===== config.mk =====
export PLATFORM = sky130hd
export DESIGN_NAME = pipelined_adder_nb
export DESIGN_NICKNAME = d
export VERILOG_FILES = /design/src/rtl/pipelined_adder_nb.sv
export SDC_FILE = /design/constraint.sdc
export NUM_CORES = 1
export LEC_CHECK = 0
export ABC_CLOCK_PERIOD_IN_PS = 2900
export CELL_PAD_IN_SITES_DETAIL_PLACEMENT = 2
export CELL_PAD_IN_SITES_GLOBAL_PLACEMENT = 2
export CORE_ASPECT_RATIO = 1.25
export CORE_MARGIN = 4
export CORE_UTILIZATION = 34
export CTS_CLUSTER_DIAMETER = 50
export DETAILED_ROUTE_END_ITERATION = 8
export GPL_ROUTABILITY_DRIVEN = 0
export PLACE_DENSITY = 0.87
export SETUP_SLACK_MARGIN = 0.4
export SYNTH_ARGS = -nofsm -noshare
export SYNTH_HDL_FRONTEND = slang
export SYNTH_SLANG_ARGS = --single-unit

===== constraint.sdc =====
create_clock -name clk -period 2.9 [get_ports clk]
set_input_delay 0.58 -clock clk [delete_from_list [all_inputs] [get_ports clk]]
set_output_delay 0.58 -clock clk [all_outputs]
set_load 0.01 [all_outputs]

===== src/rtl/pipelined_adder_nb.sv =====
// pipelined_adder_nb
//   Pipelined WIDTH-bit adder/subtractor. The operands are added in SLICE-bit
//   carry-ripple stages with one register stage per slice. Upper operand
//   slices wait in skew registers until their stage, and the finished lower
//   sum slices travel in deskew registers so that the whole result comes out
//   at once, STAGES = WIDTH/SLICE cycles after the operands are presented.
//   WIDTH must be a multiple of SLICE.
//
// Ports
//   clk        rising-edge clock
//   rst_n      asynchronous active-low reset, clears every pipeline register
//   in_valid   operands and mode are valid this cycle
//   in_ready   block accepts operands this cycle (= global advance)
//   a, b       WIDTH-bit operands
//   c_in       carry-in, used only when sub=0
//   sub        0: a+b+c_in, 1: a-b (a + ~b + 1)
//   out_valid  result valid
//   out_ready  downstream accepts the result
//   sum        result modulo 2^WIDTH
//   c_out      carry out of the MSB (for sub, 1 means no borrow)
//   overflow   signed overflow flag
module pipelined_adder_nb #(
  parameter int unsigned WIDTH = 32,
  parameter int unsigned SLICE = 8
) (
  input  logic             clk,
  input  logic             rst_n,
  input  logic             in_valid,
  output logic             in_ready,
  input  logic [WIDTH-1:0] a,
  input  logic [WIDTH-1:0] b,
  input  logic             c_in,
  input  logic             sub,
  output logic             out_valid,
  input  logic             out_ready,
  output logic [WIDTH-1:0] sum,
  output logic             c_out,
  output logic             overflow
);

  localparam int unsigned STAGES = WIDTH / SLICE;

  logic             adv;
  logic [WIDTH-1:0] b_eff;
  logic             cin0;
  logic             ov_d, ov_q;

  always_comb begin
    b_eff = sub ? ~b : b;
    cin0  = sub | c_in;
  end

  for (genvar k = 0; k < STAGES; k++) begin : g_stage
    localparam int unsigned LO = k * SLICE;

    logic [SLICE-1:0]    a_sl, b_sl;
    logic                c_sl, v_sl;
    logic [SLICE:0]      add;
    logic                v_d, v_q;
    logic                c_d, c_q;
    logic [LO+SLICE-1:0] s_d, s_q;

    // Operand slice, carry and valid come straight from the ports for the
    // first stage and from the previous stage's registers afterwards.
    if (k == 0) begin : g_first
      always_comb begin
        a_sl = a[SLICE-1:0];
        b_sl = b_eff[SLICE-1:0];
        c_sl = cin0;
        v_sl = in_valid;
        s_d  = add[SLICE-1:0];
      end
    end else begin : g_next
      always_comb begin
        a_sl = g_stage[k-1].g_skew.a_sk_q[SLICE-1:0];
        b_sl = g_stage[k-1].g_skew.b_sk_q[SLICE-1:0];
        c_sl = g_stage[k-1].c_q;
        v_sl = g_stage[k-1].v_q;
        s_d  = {add[SLICE-1:0], g_stage[k-1].s_q};
      end
    end

    always_comb begin
      add = {1'b0, a_sl} + {1'b0, b_sl} + {{SLICE{1'b0}}, c_sl};
      c_d = add[SLICE];
      v_d = v_sl;
    end

    always_ff @(posedge clk or negedge rst_n) begin
      if (!rst_n) begin
        v_q <= 1'b0;
        c_q <= 1'b0;
        s_q <= '0;
      end else if (adv) begin
        v_q <= v_d;
        c_q <= c_d;
        s_q <= s_d;
      end
    end

    // Skew registers hold the operand slices not yet consumed; the lowest
    // slice of what is held feeds the next stage.
    if (k < STAGES - 1) begin : g_skew
      localparam int unsigned SW = WIDTH - LO - SLICE;

      logic [SW-1:0] a_sk_d, a_sk_q;
      logic [SW-1:0] b_sk_d, b_sk_q;

      if (k == 0) begin : g_sk_first
        always_comb begin
          a_sk_d = a[WIDTH-1:SLICE];
          b_sk_d = b_eff[WIDTH-1:SLICE];
        end
      end else begin : g_sk_next
        always_comb begin
          a_sk_d = g_stage[k-1].g_skew.a_sk_q[SW+SLICE-1:SLICE];
          b_sk_d = g_stage[k-1].g_skew.b_sk_q[SW+SLICE-1:SLICE];
        end
      end

      always_ff @(posedge clk or negedge rst_n) begin
        if (!rst_n) begin
          a_sk_q <= '0;
          b_sk_q <= '0;
        end else if (adv) begin
          a_sk_q <= a_sk_d;
          b_sk_q <= b_sk_d;
        end
      end
    end
  end

  // The final stage still sees the operand MSBs in its own slice, so the
  // overflow flag is formed there and registered alongside the last slice.
  always_comb begin
    ov_d = (g_stage[STAGES-1].a_sl[SLICE-1] == g_stage[STAGES-1].b_sl[SLICE-1]) &&
           (g_stage[STAGES-1].add[SLICE-1] != g_stage[STAGES-1].a_sl[SLICE-1]);
  end

  always_ff @(posedge clk or negedge rst_n) begin
    if (!rst_n) begin
      ov_q <= 1'b0;
    end else if (adv) begin
      ov_q <= ov_d;
    end
  end

  always_comb begin
    adv = !out_valid || out_ready;
  end

  assign in_ready  = adv;
  assign out_valid = g_stage[STAGES-1].v_q;
  assign sum       = g_stage[STAGES-1].s_q;
  assign c_out     = g_stage[STAGES-1].c_q;
  assign overflow  = ov_q;

endmodule


**Yosys cells after proc, flatten, opt, wreduce, memory -nomap -nowiden**

Index checks and enable logic that the tools add are counted.

- $add $sub $neg: 8
- Eq/ne operators: 2
- Muxes and demuxes: 1
- Bitwise operators: 2
- Reductions and logical operators: 3

Operator list:

| operator | count |
|---|---|
| adder 8 x 8 -> 9 bit | 4 |
| adder 9 x 1 -> 9 bit | 4 |
| two-way mux 32 bit | 1 |
| NOT 32 bit | 1 |
| equality test 1 bit | 1 |
| logical AND 1 bit | 1 |
| zero test 1 bit | 1 |
| logical OR 1 bit | 1 |
| inequality test 1 bit | 1 |
| bitwise OR 1 bit | 1 |

- Register bits: 185
- Input bits: 70
- Output and inout bits: 36
- Logic and storage cells: 35

**Depth between registers and ports, before layout**

Gate-level depths: netlist of the first run.

- Depth in word-level cells: 4
- Depth in mapped cells: 11
- Depth with buffers taken out: 9

**Worst setup path before layout of the first run**

No wires, ideal clock.

- Path type: input-to-reg
- Start: input sub
- End: register g_stage[0].c_q
- Library setup time: 0.124 ns
- Arrival: 2.669 ns
- Required time: 2.776 ns
- Setup slack: 0.107 ns
- Stages: 11
- Buffers on the path: 2
- Cell sequence: buf_2 > buf_2 > or2_2 > fa_1 > inv_1 > fa_1 > nor2b_4 > o31a_1 > o21ai_2 > a21oi_1 > a211o_1

- Longest elaborated chain between the ends: 3
- Elaborated cells on any way between the ends: 4
- Those cells by class: add/sub: 2; mux: 1; bitwise: 1

RTL lines:

| what | RTL line | source |
|---|---|---|
| start, declared | 33 | `input logic sub,` |
| two-way mux 32 bit | 49 | `b_eff = sub ? ~b : b;` |
| adder 8 x 8 -> 9 bit | 84 | `add = {1'b0, a_sl} + {1'b0, b_sl} + {{SLICE{1'b0}}, c_sl};` |
| adder 9 x 1 -> 9 bit (*) | 84 |  |
| end signal, assigned | 92 | `c_q <= 1'b0;` |
| end signal, assigned | 96 | `c_q <= c_d;` |
| end, declared | 60 | `logic c_d, c_q;` |

Every way passes the cells marked *; elsewhere a longest branch is shown, timed or not.
A chain may end at the register's enable or synchronous reset.

**Final worst setup path of the first run**

- Start: input c_in
- End: register g_stage[0].s_q[6]

- Longest elaborated chain between the ends: 2

RTL lines:

| what | RTL line | source |
|---|---|---|
| start, declared | 32 | `input logic c_in,` |
| bitwise OR 1 bit | 50 | `cin0 = sub \| c_in;` |
| adder 9 x 1 -> 9 bit | 84 |  |
| end signal, assigned | 93 | `s_q <= '0;` |
| end signal, assigned | 97 | `s_q <= s_d;` |
| end, declared | 61 | `logic [LO+SLICE-1:0] s_d, s_q;` |

No other way between the ends.

==> impl_metrics.tcl, run 1 <==
set metrics [dict create \
    p_per_area_nw_per_um2 1090 \
    via_per_inst 4.82 \
    cts_tree "built" \
    grt_pass1_vias 7353 \
    num_vias 6509 \
    end_kind "flip-flop" \
    ys.flop_type "dfrtp_1" \
    critPathRequiredTime_ps 3180 \
    layout-drive-gt1-share 0.0608 \
    area_growth_pct 23.5 \
    worstPathArrival_ps 2720 \
    post-synth-top-area-fraction 0.552 \
    root_buffer "clkbuf_16" \
    clock_latency_ps 440 \
    grt_use_total 0.181 \
    synth_seq_cells 185 \
    initial_core_util 0.344 \
    cts.sinks 185 \
    peakVddDrop_mv 1.03 \
    clk_pin_slew_worst_paths_ps 70 \
    ys_warn_count 0 \
    synth_nets 1026 \
    remaining_drc_errors 0 \
    yosys-top-cells-count "443 x nand2_1, 185 x dfrtp_1, 50 x o21ai_0" \
    grt_pass1_wl_um 39300 \
    final_core_utilization 0.424 \
    relSlewSlack 0.358 \
    drtPass1Iterations 4 \
    dieHeight_um 184 \
    worstMarginPinSlew_ps 964 \
    grt_antenna_before_repair 0 \
    ant_nets 0 \
    dp_hpwl_um 15200 \
    grt_max_degree 225 \
    clockBufferDepth 2 \
    post-synth-top-count-cell "nand2_1" \
    synth_area_um2 8390 \
    cts_buffers 17 \
    max_clock_freq_mhz 411 \
    rows 64 \
    setup_viol 0 \
    finalCriticalPeriod_ps 2430 \
    outcome "complete, no violations" \
    regArea_um2 4630 \
    seq_area_frac_synth 0.552 \
    htreeDepth 4 \
    cap_viol_max_count 0 \
    multi_input_comb_area_um2 3530 \
    skew_ps 9.76 \
    io_buffers 105 \
    instances_no_fill 1350 \
    final_area_um2 10400 \
    p_leak_nw 4.93 \
    rsz0062_at_grt "false" \
    path_class "in2reg" \
    chipWidth_um 149 \
    path_max_fanout 3 \
    yosysUniqueCellTypes 35 \
    dieArea_um2 27300 \
    drt-initial-drc-count 272 \
    synth.avg_cell_area_um2 9.12 \
    hold_violations 0 \
    synthesis.instances 920 \
    synth_edf_count 0 \
    io_pins 106 \
    fill_cells 2634 \
    post-route-period-util 0.839 \
    dpl_cell_area_um2 9780 \
    coreArea_um2 24400 \
    num-nets-final 1114 \
    async_reset_ff_frac 1.00 \
    synth_largest_area_cell "dfrtp_1" \
    place_inst 1318 \
    slew_viol_final 0 \
    synthTopCellsByArea "dfrtp_1 55%, nand2_1 20%, ha_1 4.2%" \
    n_antenna_cell 0 \
    min_path_type "in2async" \
    overflow 0 \
    startpoint_type "primary input" \
    avgRoutedWirePerCell_um 17.5 \
    routed_wl_um 23600 \
]
[routing by layer]
metal | up-vias | track usage | share of wire
li1 | 3103 | - | -
met1 | 3290 | 0.229 | 0.44
met2 | 93 | 0.318 | 0.52
met3 | 23 | 0.0318 | 0.028
met4 | 0 | 0.0514 | 0.015
met5 | - | 0 | 0
[kinds of logic after synthesis]
group	share of synthesized area
XOR/XNOR	0.0511
buffers and inverters	0.0304
AND/OR/NAND/NOR	0.222
AO/OA/AOI/OAI	0.0837
flip-flops	0.552
adder cells (fa/ha/maj)	0.0608
[layout make-up]
class,instances,share of cell area
multi-input combinational,680,0.341
timing repair buffer,114,0.114
sequential,185,0.447
tap,330,0.0398
inverter,10,0.00386
clock buffer,19,0.0437
clock inverter,12,0.0113
[flip-flops by register name (all words and copies together), names as in the netlist]
name	cells
out_valid	1
g_stage.c_q	3
sum	32
g_stage.s_q	48
g_stage.g_skew.a_sk_q	48
g_stage.g_skew.b_sk_q	48
c_out	1
g_stage.v_q	3
overflow	1
[metrics by stage]
stage,power (mW),setup slack [ps],hold slack (ps),setup TNS [ps]
after floorplan,7.22,245,284,0
after global placement,8.58,7.48,443,0
after detailed placement,8.92,-56.1,455,-103
after CTS,11.5,405,203,0
after global routing,12.3,407,235,0
final,11.3,467,186,0
[critical path, cell delays in order]
cell and delay, ps:
clkdlybuf4s50_1 400, or2_4 250, fa_2 360, inv_2 70, fa_2 240, nor2b_4 50, o31a_1 310, o21ai_2 170
nor3b_2 210, o31ai_2 80
[cell usage in the layout (no fill, tap or decap), types with 2 or more instances in the layout]
master / Yosys / final
a211oi_2: 4 / 4
o21bai_1: 3 / 3
nor2_1: 13 / 13
xor2_1: 21 / 21
a211oi_1: 5 / 5
nor2b_4: 1 / 2
buf_4: 0 / 4
o21ai_0: 50 / 50
xnor2_1: 28 / 28
clkbuf_8: 0 / 3
o21ai_1: 11 / 11
a21o_1: 5 / 5
inv_1: 9 / 8
fa_2: 0 / 2
a21oi_2: 0 / 3
nand3_1: 2 / 2
clkinv_2: 0 / 2
o21ai_2: 2 / 2
o31ai_2: 2 / 2
dfrtp_1: 185 / 185
a31oi_1: 4 / 4
clkinv_4: 0 / 2
ha_1: 28 / 28
fa_1: 8 / 6
a21oi_1: 18 / 15
or3_1: 2 / 2
clkinvlp_4: 0 / 3
nor2b_1: 3 / 2
nor3_1: 12 / 12
clkbuf_16: 0 / 17
nand2b_1: 3 / 3
nand2_1: 443 / 443
inv_6: 0 / 3
buf_12: 0 / 5
clkdlybuf4s50_1: 0 / 103
o211ai_1: 5 / 5
[worst paths after layout]
check / from / to / slack [ps] / cells after the start
worst max-delay path: c_in / g_stage[0].s_q[6] / 470 / 10
worst min-delay path: rst_n / g_stage[2].s_q[19] / 190 / 1
worst max register to register: g_stage[1].c_q / g_stage[2].s_q[22] / 490 / 7
worst min register to register: sum[14] / sum[14] / 470 / 2
max in group asynchronous: rst_n / g_stage[1].g_skew.b_sk_q[11] / 1990 / 2
min in group clk: sum[14] / sum[14] / 470 / 2
[report_power, final]
group          leakage [nW]  internal (mW)  switching [mW]
registers              2.24           3.73           0.745
clock network         0.274           1.24            1.06
logic                  2.42           1.89            2.66
[repair_timing]
| item | 4_1_cts | 5_1_grt |
|---|---|---|
| setup endpoints to repair | 0 | 7 |
| resized for setup | 0 | 3 |
| buffers inserted | 0 | 1 |
| hold buffers | 0 | 0 |
Power figures use the tool's default switching activity.
==> inputs of run 2 (changes only) <==
--- a/config.mk
+++ b/config.mk
@@ -5,16 +5,16 @@
 export SDC_FILE = /design/constraint.sdc
 export NUM_CORES = 1
 export LEC_CHECK = 0
-export ABC_CLOCK_PERIOD_IN_PS = 2900
+export ABC_CLOCK_PERIOD_IN_PS = 2050
 export CELL_PAD_IN_SITES_DETAIL_PLACEMENT = 2
 export CELL_PAD_IN_SITES_GLOBAL_PLACEMENT = 2
 export CORE_ASPECT_RATIO = 1.25
 export CORE_MARGIN = 4
-export CORE_UTILIZATION = 34
+export CORE_UTILIZATION = 31
 export CTS_CLUSTER_DIAMETER = 50
 export DETAILED_ROUTE_END_ITERATION = 8
 export GPL_ROUTABILITY_DRIVEN = 0
-export PLACE_DENSITY = 0.87
+export PLACE_DENSITY = 0.84
 export SETUP_SLACK_MARGIN = 0.4
 export SYNTH_ARGS = -nofsm -noshare
 export SYNTH_HDL_FRONTEND = slang
==> constraint.sdc (replaced) <==
create_clock -name clk -period 2.05 [get_ports clk]
set_input_delay 0.41 -clock clk [delete_from_list [all_inputs] [get_ports clk]]
set_output_delay 0.41 -clock clk [all_outputs]
set_load 0.01 [all_outputs]
==> run 2 against run 1 <==
The flow now finishes with violations (setup timing). Critical path depth is 3 lower. Sequential power grew 40%. Die area grew 9.2%. Via count grew 1.8%. Wire length increased by 1.1%. Sequential share of layout area down 2.5 points. Flip-flop and latch count is the same. Hold slack improved by 280 ps. Total power is 51% higher. Critical path type is now reg2reg.
==> impl_metrics.tcl, run 2 (same netlist as run 1, synthesis figures left out) <==
set metrics [dict create \
    path_max_fanout 2 \
    clockBufferDepth 2 \
    path_class "reg2reg" \
    io_pins 106 \
    layout-drive-gt1-share 0.138 \
    drt-initial-drc-count 263 \
    remaining_drc_errors 0 \
    p_leak_nw 5.30 \
    hold_violations 0 \
    relSlewSlack 0.650 \
    grt_pass1_vias 7466 \
    rsz0062_at_grt "true" \
    coreArea_um2 26700 \
    min_path_type "reg2reg" \
    cap_viol_max_count 0 \
    n_antenna_cell 0 \
    root_buffer "clkbuf_16" \
    avgRoutedWirePerCell_um 17.0 \
    worstMarginPinSlew_ps 519 \
    grt_max_degree 65 \
    skew_ps 10.5 \
    area_growth_pct 30.9 \
    reg_top3 "g_stage.g_skew.a_sk_q x48, g_stage.g_skew.b_sk_q x48, g_stage.s_q x48" \
    grt_pass1_wl_um 38700 \
    p_per_area_nw_per_um2 1550 \
    ant_nets 0 \
    dp_hpwl_um 16000 \
    htreeDepth 4 \
    cts_buffers 17 \
    worstPathArrival_ps 2490 \
    grt_antenna_before_repair 1 \
    setup_viol 5 \
    post-route-period-util 1.06 \
    final_cell_mix "442 x nand2_1, 185 x dfrtp_1, 61 x clkdlybuf4s50_1" \
    instances_no_fill 1407 \
    max_stage_delay_ps 420 \
    finalCriticalPeriod_ps 2180 \
    end_kind "flip-flop" \
    critPathRequiredTime_ps 2370 \
    max_clock_freq_mhz 460 \
    io_buffers 105 \
    dieArea_um2 29800 \
    dieHeight_um 192 \
    slew_viol_final 0 \
    clk_pin_slew_worst_paths_ps 70 \
    rows 67 \
    final_common_cell "nand2_1" \
    routed_wl_um 23900 \
    violations "setup timing" \
    chipWidth_um 155 \
    num_vias 6624 \
    clock_latency_ps 440 \
    worst-path-buf-inv 0 \
    cts_tree "built" \
    initial_core_util 0.314 \
    outcome "finished, violations left" \
    drtPass1Iterations 4 \
    via_per_inst 4.71 \
    cp_top_family "adder cells" \
    overflow 0 \
    fin_total_pwr_mw 17.1 \
    peakVddDrop_mv 0.571 \
    holdWs_ps 462 \
    place_inst 1359 \
    num-nets-final 1155 \
    crit_path_cell_trace "fa_2 > fa_2 > a21oi_2 > o211ai_1 > a21oi_2 > xor2_1 > o21ai_1" \
    fin_ws_ps -126 \
    critical-path-slowest-cell "fa_2" \
    cts.sinks 185 \
    startpoint_type "flip-flop" \
    grt_use_total 0.162 \
]
[run 2: changes by cell type in the layout (fill, tap and decap cells not counted), sizes merged]
cell,previous run,this run
clkinv,4,3
clkbuf,20,21
clkdlybuf4s50,103,61
clkinvlp,3,5
dlygate4sd3,0,1
dlymetal6s2s,0,1
dlygate4sd2,0,37
buf,10,54
inv,14,13
[run 2: final timing paths]
kind / from / to / slack (ps) / cells past startpoint
worst max-delay path: g_stage[2].g_skew.a_sk_q[0] / sum[30] / -130 / 7
worst min-delay path: sum[12] / sum[12] / 460 / 2
worst max register to register: g_stage[2].g_skew.a_sk_q[0] / sum[30] / -130 / 7
worst min register to register: sum[12] / sum[12] / 460 / 2
max in group asynchronous: rst_n / g_stage[0].g_skew.b_sk_q[3] / 880 / 3
min in group asynchronous: rst_n / g_stage[0].g_skew.a_sk_q[13] / 500 / 2
[run 2: through the flow]
stage / worst slack [ps] / utilization / area [um2] / setup TNS, ps
final: -126 / 0.411 / 11000 / -294
after global routing: -198 / 0.411 / 11000 / -1130
after CTS: -83.6 / 0.404 / 10800 / -207
after detailed placement: -742 / 0.376 / 10100 / -9080
after global placement: -652 / 0.376 / 10100 / -5370
after floorplan: -434 / - / 8450 / -1260
[run 2: layer usage]
layer / vias up / track usage / wire length [um] / part of all wire
met1: 3311 / 0.193 / 10000 / 0.42
met5: - / 0 / 13 / 0.00054
met2: 96 / 0.290 / 12400 / 0.52
met4: 2 / 0.0659 / 767 / 0.032
met3: 37 / 0.0255 / 690 / 0.029
li1: 3178 / - / - / -
[run 2: cell type report]
cell class | instances | area (um2)
timing repair buffer | 155 | 1540
inverter | 10 | 40.0
tap | 345 | 432
clock buffer | 20 | 457
multi-input combinational | 680 | 3760
fill | 2886 | 15800
sequential | 185 | 4630
clock inverter | 12 | 116
[run 2: what timing repair did]
item                                    CTS  global route
buffers inserted                          7             8
hold endpoints to repair                 48             0
endpoints found under the setup margin   71            29
resized for setup                        95            32
pin swaps                                39            36
hold buffers                              1             0
[run 2: worst register-to-register path: cells and delay by family (launching register included)]
| kind | cells | cell delay (ps) |
|---|---|---|
| AOI/OAI and AO/OA | 4 | 640 |
| DFF | 1 | 400 |
| xor gates and xnor gates | 1 | 220 |
| adders and majority gates | 2 | 790 |
[run 2: report_power, final]
part           internal, mW  switching [mW]
logic                  3.31            4.22
clock network          1.75            1.49
registers              5.28            1.01
